`config.mk`:
```
export PLATFORM = sky130hd
export DESIGN_NAME = prf_inner_product_flat
export DESIGN_NICKNAME = d
export VERILOG_FILES = /design/src/rtl/prf_pkg.sv /design/src/rtl/prf_inner_product_if.sv /design/src/rtl/prf_mac_lane.sv /design/src/rtl/prf_inner_product.sv /design/src/flat_wrapper.sv
export SDC_FILE = /design/constraint.sdc
export NUM_CORES = 1
export LEC_CHECK = 0
export ABC_AREA = 0
export CAP_MARGIN = 10
export CORE_MARGIN = 2
export CORE_UTILIZATION = 44
export DETAILED_ROUTE_END_ITERATION = 10
export GPL_TIMING_DRIVEN = 0
export PLACE_DENSITY = 0.69
export SLEW_MARGIN = 20
export SYNTH_ARGS = -nofsm -noshare
export SYNTH_HDL_FRONTEND = slang
export SYNTH_SLANG_ARGS = --single-unit
```
`constraint.sdc`:
```
create_clock -name clk -period 7.3 [get_ports clk]
set_input_delay 1.825 -clock clk [delete_from_list [all_inputs] [get_ports clk]]
set_output_delay 1.825 -clock clk [all_outputs]
set_load 0.005 [all_outputs]
```
`src/rtl/prf_pkg.sv`:
```
// Shared PRF definitions: FSM state encoding, modulus-derived widths and the
// coefficient-width helper used by both the inner-product and rounding stages.
package prf_pkg;

    typedef enum logic [1:0] {
        IDLE  = 2'd0,
        ACCUM = 2'd1,
        HOLD  = 2'd2
    } state_e;

    localparam int N_DEFAULT = 2048;
    localparam int P_DEFAULT = 256;

    localparam int LOG2_N  = $clog2(N_DEFAULT);
    localparam int LOG2_2N = $clog2(2 * N_DEFAULT);
    localparam int LOG2_P  = $clog2(P_DEFAULT);

    // Residues mod 2N need one bit more than log2(N).
    function automatic int coef_width(input int n);
        return $clog2(n) + 1;
    endfunction

endpackage

```
`src/rtl/prf_inner_product_if.sv`:
```
// Coefficient-in / result-out handshake bundle for the PRF inner-product engine.
interface prf_inner_product_if #(
    parameter int COEF_WIDTH = 12,
    parameter int ACC_WIDTH  = 32
);
    logic                  in_valid;
    logic                  in_ready;
    logic [COEF_WIDTH-1:0] in_a;
    logic [COEF_WIDTH-1:0] in_s;
    logic                  in_last;
    logic                  out_valid;
    logic                  out_ready;
    logic [ACC_WIDTH-1:0]  inner_product;
    logic                  len_err;

    modport master (
        output in_valid, in_a, in_s, in_last, out_ready,
        input  in_ready, out_valid, inner_product, len_err
    );

    modport slave (
        input  in_valid, in_a, in_s, in_last, out_ready,
        output in_ready, out_valid, inner_product, len_err
    );
endinterface

```
`src/rtl/prf_mac_lane.sv`:
```
// Multiply-accumulate lane: full-width product and a wrap-around accumulator
// that can be cleared on the same edge that the final product is consumed.
module prf_mac_lane #(
    parameter int COEF_WIDTH = 12,
    parameter int ACC_WIDTH  = 32
) (
    input  logic                  clk,
    input  logic                  rst,
    input  logic [COEF_WIDTH-1:0] a_i,
    input  logic [COEF_WIDTH-1:0] s_i,
    input  logic                  en_i,
    input  logic                  clear_i,
    output logic [ACC_WIDTH-1:0]  sum_o
);

    localparam int PROD_W = 2 * COEF_WIDTH;
    localparam int WIDE_W = (PROD_W > ACC_WIDTH) ? PROD_W : ACC_WIDTH;

    logic [WIDE_W-1:0]    prodWide;
    logic [ACC_WIDTH-1:0] acc_q;
    logic [ACC_WIDTH-1:0] acc_d;

    // Widen before multiplying so the product is exact, then zero-extend or truncate.
    assign prodWide = WIDE_W'(a_i) * WIDE_W'(s_i);
    assign sum_o    = acc_q + prodWide[ACC_WIDTH-1:0];

    always_comb begin
        acc_d = acc_q;
        if (clear_i) begin
            acc_d = '0;
        end else if (en_i) begin
            acc_d = sum_o;
        end
    end

    always_ff @(posedge clk) begin
        if (rst) begin
            acc_q <= '0;
        end else begin
            acc_q <= acc_d;
        end
    end

endmodule

```
`src/rtl/prf_inner_product.sv`:
```
// Streaming LWR inner product <a,s>: sums K coefficient products and holds the
// result for the rounding stage until it is accepted.
module prf_inner_product
    import prf_pkg::*;
#(
    parameter int N          = 2048,
    parameter int K          = 512,
    parameter int COEF_WIDTH = coef_width(N),
    parameter int ACC_WIDTH  = 32
) (
    input logic                clk,
    input logic                rst,
    prf_inner_product_if.slave bus
);

    localparam logic [1:0] S_IDLE  = IDLE;
    localparam logic [1:0] S_ACCUM = ACCUM;
    localparam logic [1:0] S_HOLD  = HOLD;

    localparam int                CNT_W    = $clog2(K);
    localparam logic [CNT_W-1:0] LAST_CNT = CNT_W'(K - 1);

    logic [1:0]           state_q, state_d;
    logic [CNT_W-1:0]     count_q, count_d;
    logic [ACC_WIDTH-1:0] result_q, result_d;
    logic [ACC_WIDTH-1:0] laneSum;
    logic                 inReady;
    logic                 inFire;
    logic                 outFire;
    logic                 lastBeat;

    // Ready depends only on registered state, so out_ready never reaches in_ready.
    assign inReady  = (state_q != S_HOLD);
    assign inFire   = bus.in_valid & inReady;
    assign outFire  = (state_q == S_HOLD) & bus.out_ready;
    assign lastBeat = (count_q == LAST_CNT);

    prf_mac_lane #(
        .COEF_WIDTH(COEF_WIDTH),
        .ACC_WIDTH (ACC_WIDTH)
    ) u_lane (
        .clk    (clk),
        .rst    (rst),
        .a_i    (bus.in_a),
        .s_i    (bus.in_s),
        .en_i   (inFire),
        .clear_i(inFire & lastBeat),
        .sum_o  (laneSum)
    );

    always_comb begin
        state_d  = state_q;
        count_d  = count_q;
        result_d = result_q;
        case (state_q)
            S_IDLE, S_ACCUM: begin
                if (inFire) begin
                    if (lastBeat) begin
                        state_d  = S_HOLD;
                        count_d  = '0;
                        result_d = laneSum;
                    end else begin
                        state_d  = S_ACCUM;
                        count_d  = count_q + 1'b1;
                    end
                end
            end
            S_HOLD: begin
                if (outFire) begin
                    state_d = S_IDLE;
                end
            end
            default: begin
                state_d = S_IDLE;
                count_d = '0;
            end
        endcase
    end

    always_ff @(posedge clk) begin
        if (rst) begin
            state_q  <= S_IDLE;
            count_q  <= '0;
            result_q <= '0;
        end else begin
            state_q  <= state_d;
            count_q  <= count_d;
            result_q <= result_d;
        end
    end

    // Length is decided by the counter alone; in_last is only cross-checked.
    assign bus.len_err       = inFire & (bus.in_last != lastBeat);
    assign bus.in_ready      = inReady;
    assign bus.out_valid     = (state_q == S_HOLD);
    assign bus.inner_product = result_q;

endmodule
```
`src/flat_wrapper.sv`:
```
// flat-port wrapper written by rule: the top's interface ports become plain ports
module prf_inner_product_flat import prf_pkg::*;
#(
    parameter int N          = 2048,
    parameter int K          = 512,
    parameter int COEF_WIDTH = coef_width(N),
    parameter int ACC_WIDTH  = 32
)
  (clk, rst, bus_in_valid, bus_in_a, bus_in_s, bus_in_last, bus_out_ready, bus_in_ready, bus_out_valid, bus_inner_product, bus_len_err);
  prf_inner_product_if #(.COEF_WIDTH(COEF_WIDTH), .ACC_WIDTH(ACC_WIDTH)) bus_i ();
  input logic clk;
  input logic rst;
  input wire logic [$bits(bus_i.in_valid)-1:0] bus_in_valid;
  input wire logic [$bits(bus_i.in_a)-1:0] bus_in_a;
  input wire logic [$bits(bus_i.in_s)-1:0] bus_in_s;
  input wire logic [$bits(bus_i.in_last)-1:0] bus_in_last;
  input wire logic [$bits(bus_i.out_ready)-1:0] bus_out_ready;
  output wire logic [$bits(bus_i.in_ready)-1:0] bus_in_ready;
  output wire logic [$bits(bus_i.out_valid)-1:0] bus_out_valid;
  output wire logic [$bits(bus_i.inner_product)-1:0] bus_inner_product;
  output wire logic [$bits(bus_i.len_err)-1:0] bus_len_err;
  assign bus_i.in_valid = bus_in_valid;
  assign bus_i.in_a = bus_in_a;
  assign bus_i.in_s = bus_in_s;
  assign bus_i.in_last = bus_in_last;
  assign bus_i.out_ready = bus_out_ready;
  assign bus_in_ready = bus_i.in_ready;
  assign bus_out_valid = bus_i.out_valid;
  assign bus_inner_product = bus_i.inner_product;
  assign bus_len_err = bus_i.len_err;
  prf_inner_product #(.N(N), .K(K), .COEF_WIDTH(COEF_WIDTH), .ACC_WIDTH(ACC_WIDTH)) u_core (.clk(clk), .rst(rst), .bus(bus_i));
endmodule
```
==> impl_metrics.csv, run 1 <==
group,metric,value,unit
critical_path,r2r_start,"u_core.u_lane.acc_q[7]",
yosys,synth-async-reset-ratio,0,%
layout,mostFrequentLayoutCells,"inv_1, nand2_1, fa_1, dfxtp_1, and2_1",
layout,area_growth,16.6,%
yosys,synth_cells,1067,
placed_design,globalplace.congestion,0.923,
global_route,grt_pass1_vias,7255,
layout,multiInputGateArea,6390,µm²
timing,relSlewSlack,57.5,%
layout,drive_gt1_share,7.07,%
yosys,syn-cell-area,8820,µm²
yosys,synth_enable_flop_cells,0,
layout,fill_cells,1847,
timing,fin_skew,0.00620,ns
layout,final_cells,1410,
critical_path,start_kind,"input pin",
min_path,hold_path.class,"reg2reg",
routing,viasPerCell,5.09,
yosys,seq_area_frac_synth,17.0,%
critical_path,cp_top_family,"adder cells",
clock_network,post_cts_buffers,0,
min_path,hold_start,"u_core.u_lane.acc_q[23]",
pwr,clockPowerShare,9.4,%
placed_design,post-place-ws,-0.630,ns
layout,seq_area,1500,µm²
floorplanning,core,19600,µm²
clock_network,clock_sinks,75,
critical_path,endpoint_kind,"flop",
routing,routedWlPerCell,15.3,µm
placed_design,dpl-instance-area,9790,µm²
global_route,antenna_found_initial,0,
yosys,synth_ff_type,"dfxtp_1",
yosys,ys_types,57,
critical_path,crit_slowest_cell,"clkdlybuf4s50_1",
critical_path,worstPathArrival,7.31,ns
timing,hold_viol_final,0,
clock_network,cts_tree,"done",
timing,worst_slack,0.186,ns
critical_path,startpoint,"bus_in_s[8]",
critical_path,critPathKind,"in2reg",
critical_path,crit_path_frequent_cell,"fa_1",
status,outcome,"finished clean",
routing,vias,7176,
routing,firstDrtPassIters,5,
timing,drv_slew,0,
pwr,p_per_area,485,nW/µm²
timing,post-route-period-util,97.5,%
global_route,grt_use_total,20.8,%
floorplanning,start_util,45.0,%
clock_network,insertion_delay,0.34,ns
layout,diodes,0,
layout,final_area,10300,µm²
placed_design,io_buffer_count,63,
yosys,ys_warn_count,0,
floorplanning,die_h,146,µm
floorplanning,fp-row-count,51,
pwr,p_leak,4.84,nW
clock_network,cts_max_level,3,
timing,setup_viol,0,
yosys,syn-num-nets,1289,
timing,timing.fmax,141,MHz
critical_path,critPathBufInv,5,
global_route,overflow,0,
global_route,grt_max_degree,13,
routing,wl,21600,µm
floorplanning,fp.dieW,146,µm
pwr,ir_drop,495,µV
clock_network,hold_buffers,0,
placed_design,place_hpwl,17900,µm
run,max_cap_viol_count,0,
floorplanning,ios,64,
routing,drc,0,
clock_network,numCtsBuffers,9,
clock_network,clockBufferDepth,2,
layout,fin_util,52.5,%
placed_design,dpl.cell_count,1395,
pwr,internal_power,0.00231,W
global_route,grt_pass1_wl,35900,µm
critical_path,critPathMaxFanout,10,
yosys,avgSynthCellArea,8.27,µm²
pwr,power.switching,0.00268,W
routing,drt-initial-drc-count,367,
critical_path,crit_required,7.49,ns
critical_path,slowest_delay,0.55,ns
critical_path,path_cells,"clkdlybuf4s50_1 -> buf_2 -> nand2_1 -> fa_1 -> fa_1 -> inv_1 -> fa_1 -> fa_1 -> inv_1 -> fa_1 -> inv_1 -> ha_2 -> and3_2 -> nand2_1 -> a2111oi_4 -> o2111ai_4 -> a211oi_2 -> xnor2_1 -> nor2_1",
layout,final_common_cell,"inv_1",
clock_network,clk_pin_slew_worst_paths,0.06,ns
pwr,pwr-share-seq,9.9,%
floorplanning,die-area,21200,µm²
pwr,p_sw_share,53.7,%
routing,antenna_left,0,
clock_network,cts_root_buf,"clkbuf_16",
timing,fin_crit,7.11,ns
yosys,ys_ff_latch,75,
layout,final_net_count,1362,
timing,tightest_slew,0.638,ns
pwr,comb_power_share,80.7,%
-- layout make-up --
| cell class | count | share of cell area [%] |
|---|---|---|
| buffer | 51 | 3.08 |
| clock buffer | 13 | 2.63 |
| clock inverter | 3 | 0.426 |
| inverter | 212 | 7.73 |
| multi-input combinational | 728 | 62.1 |
| sequential | 75 | 14.6 |
| tap | 265 | 3.22 |
| timing repair buffer | 63 | 6.20 |
-- registers in the layout, summed over array words and instances (netlist names) --
signal                    flops
u_core.bus.inner_product     32
u_core.count_q                9
u_core.state_q                2
u_core.u_lane.acc_q          32
-- synth_stat cells, drive strengths merged (8+ instances only) --
cell | number | share of area [%]
a211oi | 13 | 1.2
a21o | 12 | 1.0
a21oi | 71 | 4.1
and2 | 69 | 4.9
clkbuf | 45 | 2.0
dfxtp | 75 | 17
fa | 123 | 28
ha | 70 | 9.9
inv | 212 | 9.0
nand2 | 180 | 7.7
nand3 | 15 | 0.85
nand4 | 8 | 0.57
nor2 | 44 | 1.9
o21ai | 21 | 1.2
xnor2 | 18 | 1.8
xor2 | 10 | 0.99
-- worst register-to-register path: cells and delay by family (launching register included) --
family / cells / cell delay (ns)
AO/OA/AOI/OAI: 5 / 1.16
adder cells (fa/ha/maj): 5 / 2.36
flip-flops: 1 / 0.33
buffers and inverters: 4 / 0.22
AND/OR/NAND/NOR: 2 / 0.45
-- power groups by stage --
| stage | Combinational [W] | Sequential, W | Clock, W |
|---|---|---|---|
| 2_1_floorplan | 0.00280 | 0.000489 | 0 |
| 3_3_place_gp | 0.00371 | 0.000502 | 0 |
| 3_5_place_dp | 0.00373 | 0.000504 | 0 |
| 4_1_cts | 0.00380 | 0.000495 | 0.000472 |
| 5_1_grt | 0.00446 | 0.000499 | 0.000494 |
| 6_report | 0.00403 | 0.000494 | 0.000468 |
-- metal layers --
layer | global-route usage (%) | wire, µm | vias to the layer above
li1 | - | - | 3460
met2 | 34.9 | 10400 | 157
met1 | 28.7 | 9920 | 3536
met5 | 0 | 0 | -
met4 | 5.15 | 304 | 0
met3 | 2.73 | 909 | 23
-- what timing repair did --
action                                  in CTS  in global routing
pin swaps                                    2                 10
endpoints found under the setup margin      21                 31
gates resized for setup                     20                 73
-- cells by family after synthesis --
logic type,after synthesis,synth area share (%)
buf+inv,264,11.9
xor+xnor,28,2.78
compound gates,157,11.9
mux,5,0.581
flops,75,17.0
simple gates,345,18.0
fa+ha+maj,193,37.8
-- per-stage QoR --
stage               setup TNS, ns  hold slack [ns]  total power, W
finish                          0            0.453         0.00499
global route              -0.0299            0.468         0.00546
CTS                             0            0.455         0.00476
detailed placement         -13.06            0.447         0.00424
global placement           -15.69            0.445         0.00421
floorplan                       0            0.432         0.00329
-- worst paths after layout --
kind                            cells after the start  slack (ns)                      end
worst max-delay path                               19        0.19  u_core.u_lane.acc_q[31]
worst min-delay path                                2        0.45  u_core.u_lane.acc_q[23]
worst max register to register                     16        2.62  u_core.u_lane.acc_q[23]
worst min register to register                      2        0.45  u_core.u_lane.acc_q[23]
Power figures use the tool's default switching activity.
==> inputs of run 2 (changes only) <==
--- a/config.mk
+++ b/config.mk
@@ -12,7 +12,7 @@
 export DETAILED_ROUTE_END_ITERATION = 10
 export GPL_TIMING_DRIVEN = 0
 export PLACE_DENSITY = 0.69
-export SLEW_MARGIN = 20
+export SLEW_MARGIN = 0
 export SYNTH_ARGS = -nofsm -noshare
 export SYNTH_HDL_FRONTEND = slang
 export SYNTH_SLANG_ARGS = --single-unit
==> results of run 2 <==
The final DEF is identical to that of run 1; final timing and power are the same.
